$ cat src/rtl/johnson_step_sequencer_if.sv
// Command channel of the Johnson step sequencer: one move request per valid/ready handshake.
// The master offers a command; the slave accepts it on an edge where cmd_valid and cmd_ready are both high.
interface johnson_step_sequencer_if #(
   parameter int CNT_W = 16,
   parameter int DIV_W = 16
) ();
   logic             cmd_valid;
   logic             cmd_ready;
   logic             cmd_dir;
   logic [CNT_W-1:0] cmd_steps;
   logic [DIV_W-1:0] cmd_div;

   modport master (
      output cmd_valid, cmd_dir, cmd_steps, cmd_div,
      input  cmd_ready
   );

   modport slave (
      input  cmd_valid, cmd_dir, cmd_steps, cmd_div,
      output cmd_ready
   );
endinterface

$ cat src/rtl/johnson_step_sequencer.sv
// Steps a WIDTH-bit Johnson phase register forward or backward by a commanded count,
// one step every (div+1) clocks, and pulses done when the move completes or is aborted.
module johnson_step_sequencer #(
   parameter int WIDTH = 4,
   parameter int CNT_W = 16,
   parameter int DIV_W = 16
) (
   input  logic                        clk,
   input  logic                        rst,
   johnson_step_sequencer_if.slave     cmd,
   input  logic                        abort,
   output logic [WIDTH-1:0]            phase,
   output logic                        busy,
   output logic                        done,
   output logic                        aborted,
   output logic [CNT_W-1:0]            steps_left
);

   typedef enum logic [1:0] {
      IDLE = 2'd0,
      RUN  = 2'd1,
      DONE = 2'd2
   } state_t;

   state_t           r_state;
   logic [WIDTH-1:0] r_phase;
   logic             r_dir;
   logic [DIV_W-1:0] r_div;
   logic [DIV_W-1:0] r_div_cnt;
   logic [CNT_W-1:0] r_steps_left;
   logic             r_aborted;

   logic [WIDTH-1:0] w_fwd_next;
   logic [WIDTH-1:0] w_rev_next;
   logic             w_accept;

   assign w_fwd_next = {r_phase[WIDTH-2:0], ~r_phase[WIDTH-1]};
   assign w_rev_next = {~r_phase[0], r_phase[WIDTH-1:1]};
   assign w_accept   = cmd.cmd_valid && (r_state == IDLE);

   // Status outputs are pure decodes of the state register, so reset reaches them without an edge.
   assign cmd.cmd_ready = (r_state == IDLE);
   assign busy          = (r_state != IDLE);
   assign done          = (r_state == DONE);
   assign phase         = r_phase;
   assign aborted       = r_aborted;
   assign steps_left    = r_steps_left;

   // NOTE: sequential state uses non-blocking assignments so every register samples pre-edge values.
   always_ff @(posedge clk or negedge rst) begin
      if (!rst) begin
         r_state      <= IDLE;
         r_phase      <= '0;
         r_dir        <= 1'b0;
         r_div        <= '0;
         r_div_cnt    <= '0;
         r_steps_left <= '0;
         r_aborted    <= 1'b0;
      end else begin
         case (r_state)
            IDLE: begin
               if (w_accept) begin
                  r_aborted <= 1'b0;
                  if (cmd.cmd_steps == '0) begin
                     r_steps_left <= '0;
                     r_state      <= DONE;
                  end else begin
                     r_dir        <= cmd.cmd_dir;
                     r_div        <= cmd.cmd_div;
                     r_div_cnt    <= cmd.cmd_div;
                     r_steps_left <= cmd.cmd_steps;
                     r_state      <= RUN;
                  end
               end
            end

            RUN: begin
               // Abort wins over a due step: position and count freeze where they are.
               if (abort) begin
                  r_aborted <= 1'b1;
                  r_state   <= DONE;
               end else if (r_div_cnt == '0) begin
                  r_phase      <= r_dir ? w_fwd_next : w_rev_next;
                  r_steps_left <= r_steps_left - CNT_W'(1);
                  r_div_cnt    <= r_div;
                  if (r_steps_left == CNT_W'(1)) r_state <= DONE;
               end else begin
                  r_div_cnt <= r_div_cnt - DIV_W'(1);
               end
            end

            DONE: r_state <= IDLE;

            default: r_state <= IDLE;
         endcase
      end
   end

endmodule

$ cat src/flat_wrapper.sv
// flat-port wrapper written by rule: the top's interface ports become plain ports
module johnson_step_sequencer_flat 
#(
   parameter int WIDTH = 4,
   parameter int CNT_W = 16,
   parameter int DIV_W = 16
)
  (clk, rst, abort, phase, busy, done, aborted, steps_left, cmd_cmd_valid, cmd_cmd_dir, cmd_cmd_steps, cmd_cmd_div, cmd_cmd_ready);
  johnson_step_sequencer_if #(.CNT_W(CNT_W), .DIV_W(DIV_W)) cmd_i ();
  input  logic clk;
  input  logic rst;
  input  logic abort;
  output logic [WIDTH-1:0] phase;
  output logic busy;
  output logic done;
  output logic aborted;
  output logic [CNT_W-1:0] steps_left;
  input wire logic [$bits(cmd_i.cmd_valid)-1:0] cmd_cmd_valid;
  input wire logic [$bits(cmd_i.cmd_dir)-1:0] cmd_cmd_dir;
  input wire logic [$bits(cmd_i.cmd_steps)-1:0] cmd_cmd_steps;
  input wire logic [$bits(cmd_i.cmd_div)-1:0] cmd_cmd_div;
  output wire logic [$bits(cmd_i.cmd_ready)-1:0] cmd_cmd_ready;
  assign cmd_i.cmd_valid = cmd_cmd_valid;
  assign cmd_i.cmd_dir = cmd_cmd_dir;
  assign cmd_i.cmd_steps = cmd_cmd_steps;
  assign cmd_i.cmd_div = cmd_cmd_div;
  assign cmd_cmd_ready = cmd_i.cmd_ready;
  johnson_step_sequencer #(.WIDTH(WIDTH), .CNT_W(CNT_W), .DIV_W(DIV_W)) u_core (.clk(clk), .rst(rst), .cmd(cmd_i), .abort(abort), .phase(phase), .busy(busy), .done(done), .aborted(aborted), .steps_left(steps_left));
endmodule
$ cat config.mk
export PLATFORM = sky130hd
export DESIGN_NAME = johnson_step_sequencer_flat
export DESIGN_NICKNAME = d
export VERILOG_FILES = /design/src/rtl/johnson_step_sequencer_if.sv /design/src/rtl/johnson_step_sequencer.sv /design/src/flat_wrapper.sv
export SDC_FILE = /design/constraint.sdc
export NUM_CORES = 1
export LEC_CHECK = 0
export ABC_CLOCK_PERIOD_IN_PS = 2300
export CAP_MARGIN = 20
export CORE_UTILIZATION = 48
export DETAILED_ROUTE_END_ITERATION = 12
export GPL_ROUTABILITY_DRIVEN = 0
export PLACE_DENSITY = 0.88
export SYNTH_ARGS = -nofsm -noshare
export SYNTH_HDL_FRONTEND = slang
export SYNTH_SLANG_ARGS = --single-unit
$ cat constraint.sdc
create_clock -name clk -period 2.3 [get_ports clk]
set_input_delay 0.575 -clock clk [delete_from_list [all_inputs] [get_ports clk]]
set_output_delay 0.575 -clock clk [all_outputs]
set_load 0.01 [all_outputs]
==> impl_metrics.env, run 1 <==
export IMPL_fin_crit_sh_pct=99.5
export IMPL_critPathCaptureType="register"
export IMPL_post_route_min_period_ns=2.29
export IMPL_synthTopCellsByCount="56 x dfrtp_1, 37 x o21ai_0, 26 x nand2_1, 25 x a21oi_1, 22 x nor2_1"
export IMPL_setup_viol_count_final=0
export IMPL_place_hpwl_um=6530
export IMPL_syn_instance_count=350
export IMPL_grt_use_total_pct=26.9
export IMPL_vias_per_cell=6.25
export IMPL_dpl_instance_area_mm2=0.00428
export IMPL_synth_async_sr_flop_share_pct=100
export IMPL_dp_cells=514
export IMPL_synth_area_top_cells="dfrtp_1 42%, o21ai_0 5.6%, mux2_4 4.5%"
export IMPL_cts_buffer_depth=2
export IMPL_die_x_um=85.1
export IMPL_p_sw_share_pct=42.6
export IMPL_cts_tree="built"
export IMPL_required_ns=2.51
export IMPL_cap_violations=0
export IMPL_final_nets=488
export IMPL_grt_pass1_wl_um=15500
export IMPL_p_comb_share_pct=55.2
export IMPL_area_growth_pct=34.3
export IMPL_clk_latency_ns=0.32
export IMPL_final_max_slew_violation_count=0
export IMPL_p_seq_share_pct=34.6
export IMPL_slew_headroom_pct=70.2
export IMPL_p_sw_w=0.00240
export IMPL_worstSetupPathType="in2reg"
export IMPL_intPower_w=0.00323
export IMPL_synth_avg_cell_area_um2=9.48
export IMPL_cp_cell_sequence="dlygate4sd2_1 -> or4_4 -> o41a_1 -> buf_6 -> mux2_4"
export IMPL_synth_top_area_share_pct=42.2
export IMPL_grt_max_degree=57
export IMPL_netlist_area_mm2=0.00332
export IMPL_multi_input_area_mm2=0.00184
export IMPL_place_port_buffers=60
export IMPL_p_per_area_mw_per_mm2=1260
export IMPL_hold_class="in2async"
export IMPL_p_total_w=0.00562
export IMPL_tightest_slew_ns=0.436
export IMPL_fin_cells=525
export IMPL_ir_drop_uv=553
export IMPL_hold_buffers=0
export IMPL_critPathTopFamily="compound AO/OA/AOI/OAI gates"
export IMPL_synthFlopType="dfrtp_1"
export IMPL_leakagePower_nw=1.85
export IMPL_antenna_found_initial=0
export IMPL_cp_max_fo=7
export IMPL_drive_gt1_share_pct=22.1
export IMPL_final_core_util_pct=68.6
export IMPL_ctsHtreeMaxLevel=2
export IMPL_drt_iter0_drc=233
export IMPL_rows=29
export IMPL_ys_ff_latch=56
export IMPL_initial_utilization_pct=51.1
export IMPL_critPathMaxStageDelay_ns=0.59
export IMPL_boundaryPins=61
export IMPL_fmax_mhz=437
export IMPL_critPathArrivalTime_ns=2.50
export IMPL_path_clk_slew_ns=0.11
export IMPL_register_area_mm2=0.00140
export IMPL_finalWirelength_um=9410
export IMPL_grt_overflow=0
export IMPL_skew_ns=0.0106
export IMPL_die_h_um=85.1
export IMPL_startpoint_type="primary input"
export IMPL_synth_top_cell_by_area="dfrtp_1"
export IMPL_synth_fp_nets=391
export IMPL_final_design_area_no_fill_mm2=0.00445
export IMPL_ys_seq_area_share_pct=42.2
export IMPL_cts_made_buffers=5
export IMPL_detail_route_antenna_nets=0
export IMPL_synth_most_common_cell="dfrtp_1"
export IMPL_clock_sinks=56
export IMPL_synth_edf_count=0
export IMPL_fillCellCount=498
export IMPL_num_antenna_cells=0
export IMPL_vias=3280
export IMPL_cp_num_buf_inv=2
export IMPL_drt_pre_antenna_iters=5
export IMPL_status="finished, final reports clean"
export IMPL_wl_per_cell_um=17.9
export IMPL_crit_slowest_cell="o41a_1"
export IMPL_hold_viol=0
export IMPL_ys_types=58
export IMPL_drc_errors=0
export IMPL_dieArea_mm2=0.00725
export IMPL_yosysWarnings=0
export IMPL_grt_pass1_vias=3251
export IMPL_core_mm2=0.00649
export IMPL_clkPwrFrac_pct=10.2
export IMPL_clock_root_buffer="clkbuf_8"
registers in the layout, summed over array words and instances (netlist names):
name,cells
u_core.r_div,16
u_core.r_state,2
u_core.phase,4
u_core.aborted,1
u_core.r_dir,1
u_core.r_div_cnt,16
u_core.steps_left,16
final cells by class:
class                           instances  area share, %
Timing Repair Buffer                  109           22.3
Clock inverter                          3          0.478
Multi-Input combinational cell        266           41.3
Inverter                                9          0.758
Clock buffer                            5           1.54
Sequential cell                        56           31.5
Tap cell                               77           2.16
placed cells by master, fill, tap and decap left out, types with 5 or more instances in the layout:
cell type,Yosys,final
mux2_4,10,10
mux2_2,5,5
nor2_1,22,22
buf_4,2,43
a22oi_2,0,5
a21oi_1,25,24
o2bb2ai_1,7,7
xnor2_1,6,6
o21ai_1,1,7
o22ai_1,9,9
o21ai_0,37,31
nand2_1,26,26
dlygate4sd2_1,0,11
nand3_1,11,11
nor3_1,11,11
o31ai_1,6,6
mux2i_1,10,10
or4_4,0,5
nand2b_1,5,5
clkdlybuf4s50_1,0,44
inv_1,9,7
clkbuf_8,0,5
dfrtp_1,56,55
path summary, 6_finish.rpt:
path,slack [ns],cells after the start,to,start
max,0.01,5,u_core.r_div[10],cmd_cmd_steps[7]
min,0.24,2,u_core.steps_left[13],rst
max reg2reg,0.06,7,u_core.steps_left[8],u_core.steps_left[0]
min reg2reg,0.52,1,u_core.r_div[6],u_core.r_div[6]
max in group asynchronous,1.80,2,u_core.r_state[0],rst
min in group clk,0.52,1,u_core.r_div[6],u_core.r_div[6]
through the flow:
| step | hold WS (ns) | setup TNS [ns] | worst slack (ns) |
|---|---|---|---|
| 6_report | 0.237 | 0 | 0.0115 |
| 3_5_place_dp | 0.498 | -14.78 | -0.519 |
| 5_1_grt | 0.256 | -0.0300 | -0.0300 |
| 3_3_place_gp | 0.485 | -13.37 | -0.471 |
| 2_1_floorplan | 0.279 | 0 | 0.0327 |
| 4_1_cts | 0.251 | 0 | 0.00520 |
power groups by stage:
stage                     combinational, W  sequential [W]  clock (W)
final                              0.00311         0.00194   0.000574
after floorplan                    0.00179         0.00189          0
after CTS                          0.00301         0.00192   0.000579
after global placement             0.00283         0.00189          0
after global routing               0.00340         0.00201   0.000623
after detailed placement           0.00295         0.00193          0
routing by layer:
layer | track usage, % | vias up | part of all wire, %
met1 | 34.6 | 1583 | 42
li1 | - | 1512 | -
met2 | 45.5 | 156 | 49
met3 | 4.57 | 29 | 6.8
met4 | 10.0 | 0 | 2.1
met5 | 0 | - | 0
what timing repair did:
item / 4_1_cts / 5_1_grt
cloned: 1 / 1
resized for setup: 25 / 16
pin swaps: 5 / 4
endpoints found under the setup margin: 35 / 33
setup buffers: 0 / 1
cell families (layout without fill, tap and decap cells):
group	count (synthesis)	count (layout)	synth area share [%]
adder cells (fa/ha/maj)	4	4	1.51
AND/OR/NAND/NOR	115	115	19.3
buffers and inverters	28	126	4.04
multiplexers	25	25	9.24
AO/OA/AOI/OAI	116	116	22.1
flip-flops	56	56	42.2
XOR/XNOR	6	6	1.58
Note: power is estimated with default switching activity, not from simulation.
==> run 2, diff against run 1 <==
- GPL_TIMING_DRIVEN: not set -> 0
==> run 2 against run 1 <==
Against the previous run: worst hold slack lost 0.042 ns; non-clock buffer count shrank 18; first-iteration DRC count grew 32%; combinational power is essentially flat; via count grew 0.61%; flip-flop and latch count is the same; register-to-register slack is essentially flat; utilization shrank 1.4 points; sequential power grew 2%; critical path depth grew 2.
==> impl_metrics.env, run 2 (same netlist as run 1, synthesis figures left out) <==
export IMPL_status="finished, final reports clean"
export IMPL_met3_usage_pct=4.96
export IMPL_rrSetupSlack_ns=0.06
export IMPL_grt_max_degree=38
export IMPL_cap_violations=0
export IMPL_clkPwrFrac_pct=11.5
export IMPL_reg2reg_to="u_core.r_div_cnt[5]"
export IMPL_grt_use_met2_pct=46.3
export IMPL_p_sw_w=0.00244
export IMPL_hold_class="in2async"
export IMPL_critPathArrivalTime_ns=2.43
export IMPL_place_port_buffers=60
export IMPL_boundaryPins=61
export IMPL_rsz0062_at_grt="true"
export IMPL_drt_iter0_drc=307
export IMPL_clock_sinks=56
export IMPL_r2r_start="u_core.r_div_cnt[2]"
export IMPL_hold_viol=0
export IMPL_num_antenna_cells=0
export IMPL_drive_gt1_share_pct=17.0
export IMPL_p_per_area_mw_per_mm2=1320
export IMPL_wl_per_cell_um=19.1
export IMPL_slew_headroom_pct=36.9
export IMPL_leakagePower_nw=1.76
export IMPL_layout_commonest_cell="dfrtp_1"
export IMPL_p_total_w=0.00574
export IMPL_ir_drop_uv=575
export IMPL_post_route_min_period_ns=2.25
export IMPL_crit_start="cmd_cmd_steps[5]"
export IMPL_fin_crit_sh_pct=97.9
export IMPL_clock_root_buffer="clkbuf_8"
export IMPL_dpl_instance_area_mm2=0.00403
export IMPL_rr_worst_depth=6
export IMPL_intPower_w=0.00330
export IMPL_drc_errors=0
export IMPL_die_x_um=85.1
export IMPL_fin_setup_tns_ns=0
export IMPL_grt_pass1_wl_um=15700
export IMPL_skew_ns=0.0166
export IMPL_initial_utilization_pct=51.1
export IMPL_area_growth_pct=31.5
export IMPL_cts_made_buffers=5
export IMPL_final_nets=470
export IMPL_crit_slowest_cell="or4_4"
export IMPL_core_mm2=0.00649
export IMPL_final_design_area_no_fill_mm2=0.00436
export IMPL_cts_tree="built"
export IMPL_hold_buffers=0
export IMPL_cp_cell_sequence="dlygate4sd2_1 -> or4_4 -> o41a_1 -> buf_6 -> buf_6 -> a22oi_1 -> o21ai_0"
export IMPL_antenna_found_initial=0
export IMPL_dieArea_mm2=0.00725
export IMPL_ctsHtreeMaxLevel=2
export IMPL_grt_busiest_layer="met2"
export IMPL_path_clk_slew_ns=0.11
export IMPL_tightest_slew_ns=0.938
export IMPL_detail_route_antenna_nets=0
export IMPL_grt_overflow=0
export IMPL_vias_per_cell=6.51
export IMPL_worstSetupEndpoint="u_core.r_div_cnt[7]"
export IMPL_critPathCaptureType="register"
export IMPL_fmax_mhz=444
export IMPL_final_max_slew_violation_count=0
export IMPL_use_met1_pct=34.2
export IMPL_drt_pre_antenna_iters=5
export IMPL_p_comb_share_pct=53.9
export IMPL_clk_latency_ns=0.32
export IMPL_path_common_cell="buf_6"
export IMPL_cp_max_fo=10
export IMPL_critPathMaxStageDelay_ns=0.55
export IMPL_vias=3300
export IMPL_finalWirelength_um=9680
export IMPL_cts_buffer_depth=2
export IMPL_startpoint_type="primary input"
export IMPL_p_sw_share_pct=42.5
export IMPL_rows=29
export IMPL_setup_viol_count_final=0
export IMPL_worstSetupPathType="in2reg"
export IMPL_die_h_um=85.1
export IMPL_place_hpwl_um=6520
export IMPL_final_cell_mix="56 x dfrtp_1, 42 x clkdlybuf4s50_1, 34 x o21ai_0, 26 x nand2_1, 25 x a21oi_1"
export IMPL_grt_pass1_vias=3250
export IMPL_grt_use_total_pct=27.2
export IMPL_p_seq_share_pct=34.6
export IMPL_required_ns=2.48
export IMPL_hold_ws_ns=0.195
==> run 2: cell types whose count changed in the layout (fill, tap and decap cells not counted), sizes merged <==
cell and change:
dlymetal6s2s -3, inv -1, bufinv +1, clkdlybuf4s50 -2, clkinvlp -1, dlygate4sd2 +5
clkbuf +8, buf -25
==> run 2: worst max-delay path, delay by kind of cell <==
family	cells	cell delay, ns
AOI/OAI and AO/OA	3	0.71
buffers and inverters	3	0.59
and+or+nand+nor	1	0.55
==> run 2: layout make-up <==
| class | instances | area, µm² |
|---|---|---|
| flip-flops and latches | 56 | 1400 |
| plain buffers | 18 | 139 |
| clock inverters | 2 | 35.0 |
| well taps | 77 | 96.3 |
| fillers | 495 | 2130 |
| multi-input cells | 266 | 1880 |
| clock buffers | 6 | 72.6 |
| inverters | 9 | 33.8 |
| repair buffers | 73 | 708 |
==> run 2: worst min-delay path by stage <==
stage / slack (ns) / startpoint / to / depth (start not counted)
after global routing: 0.23 / rst / u_core.steps_left[12] / 1
after floorplan: 0.28 / rst / u_core.aborted / 0
final: 0.20 / rst / u_core.steps_left[12] / 1
after detailed placement: 0.49 / u_core.r_div_cnt[11] / u_core.r_div_cnt[11] / 1
after global placement: 0.49 / u_core.r_div_cnt[11] / u_core.r_div_cnt[11] / 1
after CTS: 0.21 / rst / u_core.steps_left[12] / 1
==> run 2: stage by stage <==
step           setup slack [ns]  util, %  std cells
3_3_place_gp              -1.08     61.8        487
2_1_floorplan            0.0327        -        350
3_5_place_dp             -0.812     62.0        488
6_report                 0.0488     67.2        507
5_1_grt                 -0.0416     67.2        507
4_1_cts                 0.00895     65.9        504
==> run 2: routing by layer <==
metal / vias to the layer above / part of all wire, %
li1: 1482 / -
met1: 1601 / 40
met2: 186 / 50
met3: 31 / 7.4
met4: 0 / 2.2
met5: - / 0
==> run 2: power groups by stage <==
stage / combinational (W) / sequential (W) / clock (W)
after floorplan: 0.00179 / 0.00189 / 0
after global placement: 0.00260 / 0.00192 / 0
after detailed placement: 0.00271 / 0.00194 / 0
after CTS: 0.00292 / 0.00193 / 0.000664
after global routing: 0.00335 / 0.00204 / 0.000705
final: 0.00309 / 0.00198 / 0.000659
==> run 2: timing repair <==
action | CTS | global route
buffers inserted | 8 | 3
resized for setup | 41 | 18
gates cloned | 1 | 0
pin swaps | 5 | 3
setup endpoints to repair | 40 | 27
==> run 3, diff against run 2 <==
- GPL_TIMING_DRIVEN: 0 -> 1
==> results of run 3 <==
Final layout, timing and power as in run 1 (identical DEF).
